### config.mk
export PLATFORM = sky130hd
export DESIGN_NAME = counter_ctrl
export DESIGN_NICKNAME = d
export VERILOG_FILES = /design/src/rtl/counter_pkg.sv /design/src/rtl/counter_shadow.sv /design/src/rtl/counter_ctrl.sv
export SDC_FILE = /design/constraint.sdc
export NUM_CORES = 1
export LEC_CHECK = 0
export BUFFER_PORTS_ARGS = -buffer_cell sky130_fd_sc_hd__clkbuf_2
export CAP_MARGIN = 20
export CORE_MARGIN = 2
export CORE_UTILIZATION = 31
export DETAILED_ROUTE_END_ITERATION = 8
export GPL_TIMING_DRIVEN = 0
export SETUP_SLACK_MARGIN = 0.2
export SYNTH_ARGS = -nofsm -noshare
export SYNTH_HDL_FRONTEND = slang
export SYNTH_SLANG_ARGS = --single-unit
export TNS_END_PERCENT = 20
### constraint.sdc
create_clock -name clk_i -period 4.9 [get_ports clk_i]
set_clock_uncertainty 0.1 [all_clocks]
set_input_delay 0.735 -clock clk_i [delete_from_list [all_inputs] [get_ports clk_i]]
set_output_delay 0.735 -clock clk_i [all_outputs]
set_load 0.005 [all_outputs]
### src/rtl/counter_pkg.sv
// counter_pkg: shared types and defaults for the counter controller slice.
//   cmd_op_e      - 2-bit command opcode carried on cmd_op_i
//   ctrl_state_e  - controller FSM states
//   WIDTH_DEF     - default counter/data width
//   LEN_W_DEF     - default width of the RUN cycle-count field
//   WRAP_W        - width of the saturating wrap counter
package counter_pkg;

  localparam int unsigned WIDTH_DEF = 4;
  localparam int unsigned LEN_W_DEF = 8;
  localparam int unsigned WRAP_W    = 8;

  typedef enum logic [1:0] {
    OP_NOP   = 2'd0,
    OP_LOAD  = 2'd1,
    OP_RUN   = 2'd2,
    OP_CLEAR = 2'd3
  } cmd_op_e;

  typedef enum logic [1:0] {
    ST_IDLE  = 2'd0,
    ST_DRIVE = 2'd1,
    ST_DONE  = 2'd2
  } ctrl_state_e;

endpackage : counter_pkg

### src/rtl/counter_shadow.sv
// counter_shadow: shadow model of the counter plus a per-cycle consistency check.
// Ports:
//   clk, rst_n      clock, async active-low reset
//   enable, load    counter controls as driven by the controller
//   data            counter load value
//   count, even     values returned by the counter
//   err             sticky mismatch flag, cleared only by reset
module counter_shadow
  import counter_pkg::*;
#(
  parameter int unsigned WIDTH = WIDTH_DEF
) (
  input  logic             clk,
  input  logic             rst_n,
  input  logic             enable,
  input  logic             load,
  input  logic [WIDTH-1:0] data,
  input  logic [WIDTH-1:0] count,
  input  logic             even,
  output logic             err
);

  logic [WIDTH-1:0] shadow;
  logic             mismatch_c;

  // Both the counter and the shadow update on the same edge from the same
  // controls, so they must agree in every cycle.
  assign mismatch_c = (count != shadow) || (even != ~count[0]);

  // Shadow register follows the counter rule.
  always_ff @(posedge clk or negedge rst_n) begin
    if (!rst_n) begin
      shadow <= '0;
    end else if (enable && load) begin
      shadow <= data;
    end else if (enable) begin
      shadow <= shadow + WIDTH'(1);
    end
  end

  // Sticky error flag.
  always_ff @(posedge clk or negedge rst_n) begin
    if (!rst_n) begin
      err <= 1'b0;
    end else if (mismatch_c) begin
      err <= 1'b1;
    end
  end

endmodule : counter_shadow

### src/rtl/counter_ctrl.sv
// counter_ctrl: initiator side of counter_if. Accepts commands on a valid/ready
// port, drives enable/load/data of the counter, counts wrap-arounds of the
// returned count and, when COUNTER_CHECK_EN is defined, checks the counter
// against a shadow model (otherwise err_o is tied low).
// Ports:
//   clk_i, rst_n_i            clock, async active-low reset
//   cmd_valid_i/cmd_ready_o   command handshake (ready only in IDLE)
//   cmd_op_i/data_i/len_i     opcode, LOAD value, RUN cycle count
//   enable_o/load_o/data_o    counter controls (registered)
//   count_i/even_i            counter outputs
//   busy_o, done_o            not-idle flag, 1-cycle completion pulse
//   wrap_cnt_o                saturating wrap count
//   err_o                     sticky checker mismatch
module counter_ctrl
  import counter_pkg::*;
#(
  parameter int unsigned WIDTH = WIDTH_DEF,
  parameter int unsigned LEN_W = LEN_W_DEF
) (
  input  logic              clk_i,
  input  logic              rst_n_i,
  input  logic              cmd_valid_i,
  output logic              cmd_ready_o,
  input  logic [1:0]        cmd_op_i,
  input  logic [WIDTH-1:0]  cmd_data_i,
  input  logic [LEN_W-1:0]  cmd_len_i,
  output logic              enable_o,
  output logic              load_o,
  output logic [WIDTH-1:0]  data_o,
  input  logic [WIDTH-1:0]  count_i,
  input  logic              even_i,
  output logic              busy_o,
  output logic              done_o,
  output logic [WRAP_W-1:0] wrap_cnt_o,
  output logic              err_o
);

  ctrl_state_e      state, state_d;
  cmd_op_e          op_q, op_d;
  logic [WIDTH-1:0] data_q, data_d;
  logic [LEN_W-1:0] remain, remain_d;
  logic             enable_d, load_d, done_d, ready_d, busy_d;
  logic [WIDTH-1:0] dout_d;

  logic [WIDTH-1:0] prev_count;
  logic             prev_inc;
  logic             wrap_hit_c;

  // State and registered outputs.
  always_ff @(posedge clk_i or negedge rst_n_i) begin
    if (!rst_n_i) begin
      state       <= ST_IDLE;
      op_q        <= OP_NOP;
      data_q      <= '0;
      remain      <= '0;
      enable_o    <= 1'b0;
      load_o      <= 1'b0;
      data_o      <= '0;
      done_o      <= 1'b0;
      cmd_ready_o <= 1'b1;
      busy_o      <= 1'b0;
    end else begin
      state       <= state_d;
      op_q        <= op_d;
      data_q      <= data_d;
      remain      <= remain_d;
      enable_o    <= enable_d;
      load_o      <= load_d;
      data_o      <= dout_d;
      done_o      <= done_d;
      cmd_ready_o <= ready_d;
      busy_o      <= busy_d;
    end
  end

  // Next state, and output values decoded from the next state so the
  // registered outputs line up with the state they describe.
  always_comb begin
    state_d  = state;
    op_d     = op_q;
    data_d   = data_q;
    remain_d = remain;
    enable_d = 1'b0;
    load_d   = 1'b0;
    dout_d   = '0;
    done_d   = 1'b0;
    ready_d  = 1'b0;
    busy_d   = 1'b1;

    case (state)
      ST_IDLE: begin
        if (cmd_valid_i && cmd_ready_o) begin
          op_d   = cmd_op_e'(cmd_op_i);
          data_d = cmd_data_i;
          case (cmd_op_e'(cmd_op_i))
            OP_LOAD: begin
              state_d  = ST_DRIVE;
              remain_d = LEN_W'(1);
            end
            OP_CLEAR: begin
              state_d  = ST_DRIVE;
              remain_d = LEN_W'(1);
              data_d   = '0;
            end
            OP_RUN: begin
              remain_d = cmd_len_i;
              state_d  = (cmd_len_i == '0) ? ST_DONE : ST_DRIVE;
            end
            default: state_d = ST_DONE;
          endcase
        end
      end
      ST_DRIVE: begin
        remain_d = remain - LEN_W'(1);
        if (remain == LEN_W'(1)) begin
          state_d = ST_DONE;
        end
      end
      ST_DONE: state_d = ST_IDLE;
      default: state_d = ST_IDLE;
    endcase

    case (state_d)
      ST_IDLE: begin
        ready_d = 1'b1;
        busy_d  = 1'b0;
      end
      ST_DRIVE: begin
        enable_d = 1'b1;
        load_d   = (op_d != OP_RUN);
        dout_d   = (op_d == OP_RUN) ? '0 : data_d;
      end
      ST_DONE: done_d = 1'b1;
      default: busy_d = 1'b1;
    endcase
  end

  // A wrap is all-ones -> zero following an increment-only cycle; loads of 0 never count.
  assign wrap_hit_c = prev_inc && (prev_count == '1) && (count_i == '0);

  // Wrap tracking with saturation.
  always_ff @(posedge clk_i or negedge rst_n_i) begin
    if (!rst_n_i) begin
      prev_count <= '0;
      prev_inc   <= 1'b0;
      wrap_cnt_o <= '0;
    end else begin
      prev_count <= count_i;
      prev_inc   <= enable_o && !load_o;
      if (wrap_hit_c && (wrap_cnt_o != '1)) begin
        wrap_cnt_o <= wrap_cnt_o + WRAP_W'(1);
      end
    end
  end

`ifdef COUNTER_CHECK_EN
  // Shadow checker against the counter.
  counter_shadow #(
    .WIDTH (WIDTH)
  ) u_shadow (
    .clk    (clk_i),
    .rst_n  (rst_n_i),
    .enable (enable_o),
    .load   (load_o),
    .data   (data_o),
    .count  (count_i),
    .even   (even_i),
    .err    (err_o)
  );
`else
  logic unused_even;
  assign unused_even = even_i;
  assign err_o       = 1'b0;
`endif

endmodule : counter_ctrl

==> results.md <==
* Startpoint type of the worst setup path: primary input
* Shortest period the worst path allows at 1.87 ns
* Post-DP HPWL at 2.62 mm
* Initial antenna violation count at 0
* Type of the most critical hold path: flop to flop
* Clock Sinks at 38
* Max frequency at 536 MHz
* Setup ws final at 3.03 ns
* Fillers at 550
* Most used DFF post-synth: dfrtp_1
* Clk slew on worst S/H paths at 0.07 ns
* Syn_area_per_cell at 10.9 sq um
* Post-route ant nets at 0
* Die height at 79.7 um
* Fin. Hold Viols at 0
* Core ar. at 5510 sq um
* EDFF count, synth at 0
* P_leak at 0.00104 uW
* Pre-CTS WS at 2.73 ns
* GRT Overall Usage at 12.7%
* Post-synthesis cell type count at 44
* Yosys Warn Count at 0
* Starting Density at 32.2%
* Grt total ovfl at 0
* First-pass GRT wire length at 6.14 mm
* Largest net degree at the start of global routing at 39
* Layout area overhead at 19.8%
* Status: complete, no violations
* Routability Congestion at 0.780
* CTS H-tree lvls at 2
* Met1 Use GR at 16.1%
* CTS Buf Count at 5
* Total Die Area at 6340 sq um
* RSZ-0062 raised after global routing: no
* Critical Path RT at 4.97 ns
* Post-synth ARST share at 100%
* Residual DRC count at 0
* Resized Gates After CTS at 0
* Sequential area share after synthesis at 53.7%
* Longest Clk Path Bufs at 2
* N_diodes at 0
* Post-Synthesis Cells at 163
* CTS tree: yes
* Share of cells above drive strength 1 at 29.0%
* Total number of vias at 1343
* Die Span X at 79.7 um
* Max Cap Viol at 0
* I/O pins at 40
* Starting DRT DRC Count at 56
* #FFs+latches synth at 38
* Post-Syn Area at 1770 sq um
* Met2 Resource Use GR at 19.7%
* GRT busiest layer: met2
* CP max FO at 7
* Kind of critical path: primary input to flop
* Vias in the first global route at 1341
* Setup_tns at 0 ns
* Clk Latency, worst-skew pair at 0.28 ns
* Element type at the critical path end: flop
* DR WL/cell at 12.8 um
* Slew @ Worst Pin at 0.970 ns
* Via/cell ratio at 4.81
* Arrival time worst endpoint at 1.93 ns
* # setup viols final at 0
* Global-route met3 utilization at 4.19%
* End-of-flow core utilization at 38.6%
* Relative slew slack at 35.3%
* Routed WL at 3.58 mm
* Max IR drop VDD at 0.000153 V
* Syn nets at 188
* Hold Buf Count CTS at 0
* IO buf count at 37
* Pins Over Slew Limit at 0
* Post-CTS setup buffer count at 0
* Drt pass-1 iters at 4
* PwrDens at 500 nW/um^2
* Row count at 27
* Final nets at 232
* Clk root buf: clkbuf_8
* Final period util at 38.1%
worst paths after layout:
kind | cells past startpoint | start | slack [ns] | end
max | 5 | count_i[1] | 3.03 | wrap_cnt_o[1]$_DFFE_PN0P_
min | 1 | load_o$_DFF_PN0_ | 0.35 | prev_inc$_DFF_PN0_
max reg2reg | 4 | remain[3]$_DFFE_PN0P_ | 3.09 | data_o[3]$_DFF_PN0_
min reg2reg | 1 | load_o$_DFF_PN0_ | 0.35 | prev_inc$_DFF_PN0_
max in group asynchronous | 1 | rst_n_i | 3.60 | wrap_cnt_o[0]$_DFFE_PN0P_
min in group asynchronous | 1 | rst_n_i | 0.49 | remain[5]$_DFFE_PN0P_
cell usage after synthesis, drive strengths merged, types with 3 or more instances:
cell	n	share of area [%]
a21oi	9	2.8
nor2	9	1.9
inv	6	1.3
nand2	24	5.1
nand2b	4	1.4
nor4	6	4.5
and4	3	1.5
o21ai	10	2.8
xor2	7	3.5
buf	5	1.9
nor3	4	1.1
ha	3	2.1
nand3	6	1.7
dfrtp	37	52
final cells by class:
| type | instances | area (sq um) | share of cell area (%) |
|---|---|---|---|
| sequential | 38 | 952 | 44.8 |
| multi-input combinational | 112 | 758 | 35.7 |
| timing repair buffer | 37 | 185 | 8.71 |
| tap | 72 | 90.1 | 4.24 |
| clock buffer | 7 | 76.3 | 3.59 |
| buffer | 7 | 41.3 | 1.94 |
| inverter | 6 | 22.5 | 1.06 |
cells by family (layout without fill, tap and decap cells):
| group | count (synthesis) | in the layout | synth area share, % |
|---|---|---|---|
| AOI/OAI and AO/OA | 33 | 33 | 12.1 |
| adders and majority gates | 3 | 3 | 2.12 |
| muxes | 1 | 1 | 0.635 |
| DFF | 38 | 38 | 53.7 |
| buffers and inverters | 13 | 57 | 3.60 |
| xor gates and xnor gates | 7 | 7 | 3.46 |
| other | 1 | 1 | 0.211 |
| and+or+nand+nor | 67 | 67 | 24.3 |
critical path, cell delays in order:
cell and delay, ns:
clkbuf_2 0.11, nor4_4 0.32, nand4_4 0.21, nor2_1 0.23, mux2_1 0.34
metrics by stage:
stage | hold slack, ns | instances | instance area (sq um) | total power [uW]
after CTS | 0.353 | 279 | 2130 | 1080
after floorplan | 0.327 | 163 | 1770 | 743
after global routing | 0.360 | 279 | 2130 | 1160
after detailed placement | 0.343 | 272 | 2050 | 872
after global placement | 0.339 | 272 | 2050 | 866
final | 0.346 | 279 | 2130 | 1060
registers in the layout (all words and copies together), names as in the netlist:
name         cells
wrap_cnt_o       8
enable_o         1
load_o           1
prev_count       4
remain           8
done_o           1
busy_o           1
op_q             2
prev_inc         1
state            2
data_o           4
cmd_ready_o      1
data_q           4
where the power goes:
part / switching, uW / total (uW) / internal [uW]
Combinational: 228 / 389 / 161
Sequential: 62.0 / 476 / 414
Clock: 101 / 199 / 98.0
Total: 391 / 1060 / 672
metal layers:
| metal | wire length [um] | share of wire [%] |
|---|---|---|
| met1 | 1690 | 47 |
| met2 | 1590 | 44 |
| met3 | 231 | 6.5 |
| met4 | 70 | 2.0 |
| met5 | 0 | 0 |
placed cells by master, fill, tap and decap left out, types with 5 or more instances in the layout:
cell type | Yosys | final
clkbuf_8 | 0 | 5
a21oi_1 | 8 | 8
nand2_1 | 24 | 24
dfrtp_1 | 37 | 37
clkbuf_2 | 0 | 37
xor2_1 | 7 | 7
o21ai_0 | 9 | 9
inv_1 | 6 | 6
nor2_1 | 9 | 9
nand3_1 | 6 | 6
(Power assumes the default switching activity.)
